### config.mk
export PLATFORM = sky130hd
export DESIGN_NAME = div_seq_ctrl
export DESIGN_NICKNAME = d
export VERILOG_FILES = /design/src/rtl/div_seq_ctrl.sv
export SDC_FILE = /design/constraint.sdc
export NUM_CORES = 1
export LEC_CHECK = 0
export CAP_MARGIN = 20
export CORE_MARGIN = 3
export CORE_UTILIZATION = 46
export DETAILED_ROUTE_END_ITERATION = 10
export GPL_ROUTABILITY_DRIVEN = 1
export GPL_TIMING_DRIVEN = 0
export MAX_ROUTING_LAYER = met4
export PLACE_DENSITY_LB_ADDON = 0.08
export SYNTH_ARGS = -nofsm -noshare
export SYNTH_HDL_FRONTEND = slang
export SYNTH_SLANG_ARGS = --single-unit
export TNS_END_PERCENT = 20
### constraint.sdc
create_clock -name clk -period 4.2 [get_ports clk]
set_clock_uncertainty 0.15 [all_clocks]
set_input_delay 1.05 -clock clk [delete_from_list [all_inputs] [get_ports clk]]
set_output_delay 1.05 -clock clk [all_outputs]
set_load 0.03 [all_outputs]
### src/rtl/div_seq_ctrl.sv
// Sequencer and A/Q/M register stage for a 4-bit restoring shift-subtract divider.
// Latency 5 edges from accepted start to done; start is ignored while busy (no queuing).
module div_seq_ctrl #(
    parameter int WIDTH = 4
) (
    input  logic             clk,
    input  logic             rst,
    input  logic             start,
    input  logic [WIDTH-1:0] dividend,
    input  logic [WIDTH-1:0] divisor,
    output logic             busy,
    output logic             done,
    output logic [WIDTH-1:0] quotient,
    output logic [WIDTH-1:0] remainder,
    output logic             div_by_zero,
    output logic [WIDTH-1:0] add_a,
    output logic [WIDTH-1:0] add_b,
    output logic             clr_add,
    output logic             add_en,
    input  logic [WIDTH-1:0] sum_i
);

    typedef enum logic [1:0] {
        IDLE = 2'd0,
        ITER = 2'd1,
        DONE = 2'd2
    } state_t;

    state_t           r_state;
    state_t           w_state_nxt;
    logic [WIDTH-1:0] r_a;
    logic [WIDTH-1:0] r_q;
    logic [WIDTH-1:0] r_m;
    logic [1:0]       r_cnt;
    logic             r_dbz;

    logic [WIDTH:0]   w_s;
    logic             w_ge;

    // Shifted partial remainder; S[WIDTH] stays 0 because A < 2^(WIDTH-1) before each shift.
    assign w_s  = {r_a, r_q[WIDTH-1]};
    assign w_ge = (w_s >= {1'b0, r_m});

    always_comb begin
        w_state_nxt = r_state;
        busy        = 1'b0;
        done        = 1'b0;
        clr_add     = 1'b1;
        add_a       = '0;
        add_b       = '0;
        add_en      = 1'b0;
        case (r_state)
            IDLE: begin
                if (start) w_state_nxt = ITER;
            end
            ITER: begin
                busy    = 1'b1;
                clr_add = 1'b0;
                add_a   = w_s[WIDTH-1:0];
                add_b   = r_m;
                if (r_cnt == 2'd3) w_state_nxt = DONE;
            end
            DONE: begin
                done        = 1'b1;
                w_state_nxt = IDLE;
            end
            default: w_state_nxt = IDLE;
        endcase
    end

    always_ff @(posedge clk) begin
        if (rst) begin
            r_state <= IDLE;
            r_a     <= '0;
            r_q     <= '0;
            r_m     <= '0;
            r_cnt   <= '0;
            r_dbz   <= 1'b0;
        end else begin
            r_state <= w_state_nxt;
            case (r_state)
                IDLE: begin
                    if (start) begin
                        r_a   <= '0;
                        r_q   <= dividend;
                        r_m   <= divisor;
                        r_cnt <= '0;
                        r_dbz <= (divisor == '0);
                    end
                end
                ITER: begin
                    // Restore is implicit: on ge=0 the unsubtracted shift value is kept.
                    r_a   <= w_ge ? sum_i : w_s[WIDTH-1:0];
                    r_q   <= {r_q[WIDTH-2:0], w_ge};
                    r_cnt <= r_cnt + 2'd1;
                end
                default: ;
            endcase
        end
    end

    assign quotient    = r_q;
    assign remainder   = r_a;
    assign div_by_zero = r_dbz;

endmodule

==> results of run 1 <==
## worst max-delay path: stages (launching register included)
cell             delay (ps)
dfxtp_1                 460
nand2b_4                120
inv_6                   100
buf_12                  120
and2_1                  140
clkdlybuf4s50_1         670
## layout make-up
type / count / area (um^2) / share of cell area (%)
clock buffers: 4 / 26.3 / 1.97
inverters: 6 / 27.5 / 2.06
multi-input cells: 79 / 527 / 39.5
well taps: 25 / 31.3 / 2.35
repair buffers: 33 / 330 / 24.8
flip-flops and latches: 17 / 340 / 25.5
plain buffers: 6 / 51.3 / 3.85
## layout by cell type, fill, tap and decap left out, types with 2 or more instances in the layout
cell type / Yosys / layout
nor2_1: 15 / 15
a311oi_1: 3 / 3
a221oi_1: 3 / 3
inv_1: 5 / 5
a21oi_1: 8 / 8
dfxtp_1: 17 / 17
and2_1: 3 / 3
a22oi_1: 5 / 5
nand3_1: 2 / 2
clkbuf_4: 0 / 3
clkbuf_1: 2 / 3
a311oi_2: 3 / 3
nor4_1: 2 / 2
clkdlybuf4s50_1: 0 / 33
nand2_1: 17 / 17
ha_1: 5 / 5
## worst min path at each step
stage,cells after the start,to,slack (ps),start
3_3_place_gp,2,div_by_zero,290,div_by_zero
6_report,2,div_by_zero,310,div_by_zero
4_1_cts,2,div_by_zero,320,div_by_zero
3_5_place_dp,2,div_by_zero,300,div_by_zero
5_1_grt,2,r_m[1],350,r_m[1]
2_1_floorplan,2,r_m[1],290,r_m[1]
## cells by family (layout without fill, tap and decap cells)
family          count (synthesis)  in the layout
simple gates                   47             47
compound gates                 26             26
flops                          17             17
buf+inv                        12             49
fa+ha+maj                       5              5
other cells                     1              1
## sequential cells by signal, indices dropped and copies added (netlist names)
signal,flops
div_by_zero,1
r_m,4
r_cnt,2
remainder,4
r_state,2
quotient,4
## layer usage
| metal | up-vias | track usage (%) | part of all wire [%] |
|---|---|---|---|
| met5 | - | - | 0 |
| met3 | 4 | 2.92 | 6.3 |
| met2 | 31 | 32.4 | 50 |
| met1 | 440 | 23.7 | 42 |
| met4 | 0 | 7.86 | 1.4 |
| li1 | 458 | - | - |
## power groups by stage
stage | clock network, mW | logic (mW) | registers, mW
4_1_cts | 0.0902 | 0.260 | 0.206
3_3_place_gp | 0 | 0.255 | 0.208
3_5_place_dp | 0 | 0.259 | 0.210
2_1_floorplan | 0 | 0.147 | 0.238
6_report | 0.0888 | 0.258 | 0.206
5_1_grt | 0.0997 | 0.281 | 0.210
## stage by stage
stage / cell area, um^2 / instances / utilization [%] / hold WS [ps] / worst slack [ps]
floorplan: 946 / 108 / - / 286 / 1800
global route: 1330 / 170 / 72.5 / 350 / 1000
finish: 1330 / 170 / 72.5 / 312 / 1100
CTS: 1330 / 170 / 72.5 / 316 / 1070
global placement: 1310 / 166 / 71.1 / 291 / 1420
detailed placement: 1310 / 166 / 71.1 / 299 / 1400
==> impl_metrics.csv, run 1 <==
group,metric,value,unit
routing,route.antenna.remaining_nets,0,
routing,via_per_inst,5.49,
yosys,synthTopCellsByArea,"dfxtp_1, nand2_1, ha_1",
final_layout,diodes,0,
power,pwr-share-seq,37.2,%
yosys,synth_compound_area_share,22.4,%
final_layout,nFillCells,167,
yosys,synth_top_area_share,36.0,%
outcome,status,"finished, final reports clean",
yosys,synthCells,108,
clocking,clk_latency,290,ps
final_layout,nets,166,
worst_setup_path,r2r-start,"r_m[2]",
job,cap_violations,0,
timing,slew_viol_final,0,
clocking,post_cts.repair.setup_buffers,0,
worst_setup_path,worst-path-max-fanout,10,
power,ir_worst_vdd,221,uV
timing,rsz0062_at_grt,"no",
yosys,synth_edf_count,0,
yosys,ys_types,32,
power,powerDensity,415,nW/um^2
yosys,synth_top_family_by_area,"simple AND/OR/NAND/NOR gates",
worst_setup_path,worstPathArrival,1900,ps
timing,post-route-min-period,3100,ps
clocking,htreeDepth,1,
routing,wl,2230,um
yosys,synthFlopType,"dfxtp_1",
yosys,ys_ff_latch,17,
clocking,cts_sinks,17,
timing,setup_viol,0,
yosys,synth_xor_area_share,0,%
global_routing,grt_usage,19.5,%
yosys,synth_area,946,um^2
worst_setup_path,crit_end,"add_b[0]",
floorplanning,start_util,51.4,%
routing,first_pass_iters,4,
final_layout,drive_gt1_share,11.7,%
clocking,cts_tree,"done",
global_routing,grt_max_degree,11,
yosys,synth_mux_area_share,0,%
power,p_total,553,uW
yosys,synth_top_cell_by_area,"dfxtp_1",
worst_setup_path,r2r_slack,2410,ps
worst_setup_path,end_kind,"output port",
global_routing,grt_pass1_wl,3760,um
yosys,syn_area_per_cell,8.76,um^2
clocking,clock_tree.root_cell,"clkbuf_4",
timing,setup_tns,0,ps
power,power_frac_comb,46.7,%
global_routing,grt_pass1_vias,829,
yosys,ys_top_cells_by_count,"dfxtp_1, nand2_1, nor2_1",
placed_design,portBuffers,33,
worst_setup_path,crit_start,"r_state[0]",
clocking,cts_resized,0,
yosys,ys_async_sr_fraction,0,%
worst_setup_path,cp_data_required_time,3000,ps
yosys,yosysWarnings,0,
timing,fmax,322,MHz
timing,hold_violations,0,
yosys,ys_seq_area_share,36.0,%
min_path,hp-class,"reg2reg",
yosys,synth_fp_nets,128,
floorplanning,std_cell_rows,15,
floorplanning,die_width,51.3,um
placed_design,place_hpwl,1770,um
worst_setup_path,start_kind,"flip-flop",
routing,dr.first_iter.drc_count,16,
global_routing,globalRouteOverflowTotal,0,
routing,route.detailed.drc,0,
yosys,synthAdderAreaFrac,6.61,%
power,p_switching,216,uW
clocking,cts_hold_buf,0,
floorplanning,io_pins,36,
clocking,clockBufferDepth,2,
yosys,synthSimpleGateAreaFrac,26.3,%
power,leakage,0.504,nW
floorplanning,die-area,2640,um^2
routing,num_vias,933,
routing,wire_per_inst,13.1,um
worst_setup_path,crit_type,"reg2out",
worst_setup_path,r2r_end,"remainder[3]",
power,intPower,337,uW
power,swShare,39.0,%
placed_design,gp_congestion,0.779,
final_layout,area_growth,41.0,%
worst_setup_path,reg2reg_depth,6,
global_routing,antenna_found_initial,0,
power,p_clk_share,16.1,%
floorplanning,fp.dieH,51.3,um
clocking,clk_pin_slew,90,ps
clocking,cts_buffers,3,
floorplanning,coreArea,1840,um^2
timing,period_share,73.9,%
(Power assumes the default switching activity.)
==> run 2: changes to the inputs <==
--- a/config.mk
+++ b/config.mk
@@ -7,7 +7,7 @@
 export LEC_CHECK = 0
 export CAP_MARGIN = 20
 export CORE_MARGIN = 3
-export CORE_UTILIZATION = 46
+export CORE_UTILIZATION = 39
 export DETAILED_ROUTE_END_ITERATION = 10
 export GPL_ROUTABILITY_DRIVEN = 1
 export GPL_TIMING_DRIVEN = 0
==> constraint.sdc (replaced) <==
create_clock -name clk -period 2.55 [get_ports clk]
set_clock_uncertainty 0.15 [all_clocks]
set_input_delay 0.6375 -clock clk [delete_from_list [all_inputs] [get_ports clk]]
set_output_delay 0.6375 -clock clk [all_outputs]
set_load 0.03 [all_outputs]
==> impl_metrics.csv, run 2 (synthesized netlist as in run 1, its figures left out) <==
group,metric,value,unit
worst_setup_path,crit_family,"buffers and inverters",
global_routing,globalRouteOverflowTotal,0,
clocking,htreeDepth,1,
clocking,cts_tree,"done",
outcome,status,"finished, final reports clean",
routing,route.met3.wl,127,um
final_layout,final_util,58.9,%
job,cap_violations,0,
routing,via_per_inst,5.23,
timing,rsz0062_at_grt,"no",
floorplanning,die-area,3050,um^2
routing,wire_per_inst,13.5,um
clocking,cts_sinks,17,
final_layout,diodes,0,
routing,first_pass_iters,4,
floorplanning,coreArea,2250,um^2
power,ir_worst_vdd,383,uV
timing,period_share,95.2,%
timing,slew_viol_final,0,
floorplanning,io_pins,36,
clocking,clockBufferDepth,2,
final_layout,final_common_cell,"clkdlybuf4s50_1",
placed_design,portBuffers,33,
timing,tightest_slew,517,ps
worst_setup_path,critPathMaxStageDelay,460,ps
worst_setup_path,crit_start,"r_state[0]",
final_layout,area_growth,40.5,%
floorplanning,start_util,42.0,%
worst_setup_path,r2r-start,"r_m[2]",
worst_setup_path,r2r_end,"remainder[1]",
timing,setup_viol,0,
worst_setup_path,cp_data_required_time,1760,ps
clocking,post_cts.repair.setup_buffers,0,
global_routing,grt_pass1_vias,843,
final_layout,drive_gt1_share,11.7,%
routing,drt-met1-wl,1080,um
routing,dr.first_iter.drc_count,13,
worst_setup_path,r2r_slack,720,ps
floorplanning,std_cell_rows,17,
worst_setup_path,end_kind,"output port",
worst_setup_path,critical_path_buf_inv_count,3,
final_layout,nFillCells,228,
min_path,hp-class,"reg2reg",
worst_setup_path,crit_path_cell_trace,"nand2b_4, inv_6, buf_12, and2_4, dlygate4sd2_1",
clocking,cts_hold_buf,0,
global_routing,grt_usage,15.6,%
worst_setup_path,start_kind,"flip-flop",
placed_design,place_hpwl,1780,um
routing,wl_met2,1110,um
routing,num_vias,904,
placed_design,gp_congestion,0.732,
timing,post-route-min-period,2430,ps
worst_setup_path,reg2reg_depth,6,
worst_setup_path,worst-path-max-fanout,10,
global_routing,grt_pass1_wl,3840,um
floorplanning,die_width,55.3,um
worst_setup_path,cp_slowest_cell,"dfxtp_1",
global_routing,grt_max_degree,11,
timing,slew_headroom,65.6,%
worst_setup_path,crit_type,"reg2out",
routing,highest_layer,"met4",
min_path,holdPathStages,2,
clocking,cts_buffers,3,
clocking,clk_pin_slew,100,ps
power,powerDensity,683,nW/um^2
final_layout,nets,166,
clocking,clk_latency,280,ps
routing,route.detailed.drc,0,
power,leakage,0.557,nW
final_layout,layout_common_cells,"clkdlybuf4s50_1, nand2_1, dfxtp_1, nor2_1, dlygate4sd2_1",
min_path,hp-start,"r_m[1]",
floorplanning,fp.dieH,55.3,um
timing,fmax,412,MHz
clocking,clock_tree.root_cell,"clkbuf_4",
global_routing,antenna_found_initial,0,
worst_setup_path,worstPathArrival,1640,ps
routing,route.antenna.remaining_nets,0,
routing,wl,2340,um
timing,setup_tns,0,ps
min_path,hold-path-endpoint,"r_m[1]",
timing,hold_violations,0,
-- run 2: final cells by class --
cell class / count / area, um^2 / area share [%]
Buffer: 6 / 51.3 / 3.86
Clock buffer: 4 / 26.3 / 1.98
Inverter: 6 / 27.5 / 2.07
Multi-Input combinational cell: 79 / 527 / 39.6
Sequential cell: 17 / 340 / 25.6
Tap cell: 28 / 35.0 / 2.64
Timing Repair Buffer: 33 / 322 / 24.2
-- run 2: where the power goes --
part	switching (mW)	total (mW)	internal, mW
clock network	0.0823	0.143	0.0607
registers	0.0383	0.340	0.302
logic	0.237	0.424	0.188
total	0.357	0.907	0.550
-- run 2: metrics by stage --
stage          instance area [um^2]  setup slack [ps]  instances  hold slack, ps  power [mW]
6_report                       1330               121        173             312       0.907
5_1_grt                        1330              39.4        173             342       0.962
4_1_cts                        1330              16.3        173             310       0.911
3_5_place_dp                   1310               169        169             297       0.776
3_3_place_gp                   1310               176        169             291       0.766
2_1_floorplan                   946               566        108             286       0.635
-- run 2: repair_timing --
action | 4_1_cts | 5_1_grt
endpoints found under the setup margin | 9 | 1
resized for setup | 9 | 1
pin swaps | 0 | 0
-- run 2: routing by layer --
layer / vias up / GRT usage (%)
met1: 418 / 20.0
met2: 26 / 24.8
met3: 4 / 2.80
met5: - / -
li1: 456 / -
met4: 0 / 5.21
-- run 2: worst min-delay path, delay by kind of cell (launching register included) --
family           cells  cell delay, ps
flip-flops           1             320
AND/OR/NAND/NOR      1              50
AO/OA/AOI/OAI        1              50
-- run 2: worst max-delay path by stage --
stage | depth (start not counted) | slack [ps] | endpoint
2_1_floorplan | 3 | 570 | add_b[1]
3_3_place_gp | 5 | 180 | add_a[2]
3_5_place_dp | 5 | 170 | add_a[2]
4_1_cts | 3 | 20 | add_a[0]
5_1_grt | 5 | 40 | add_a[2]
6_report | 5 | 120 | add_a[2]
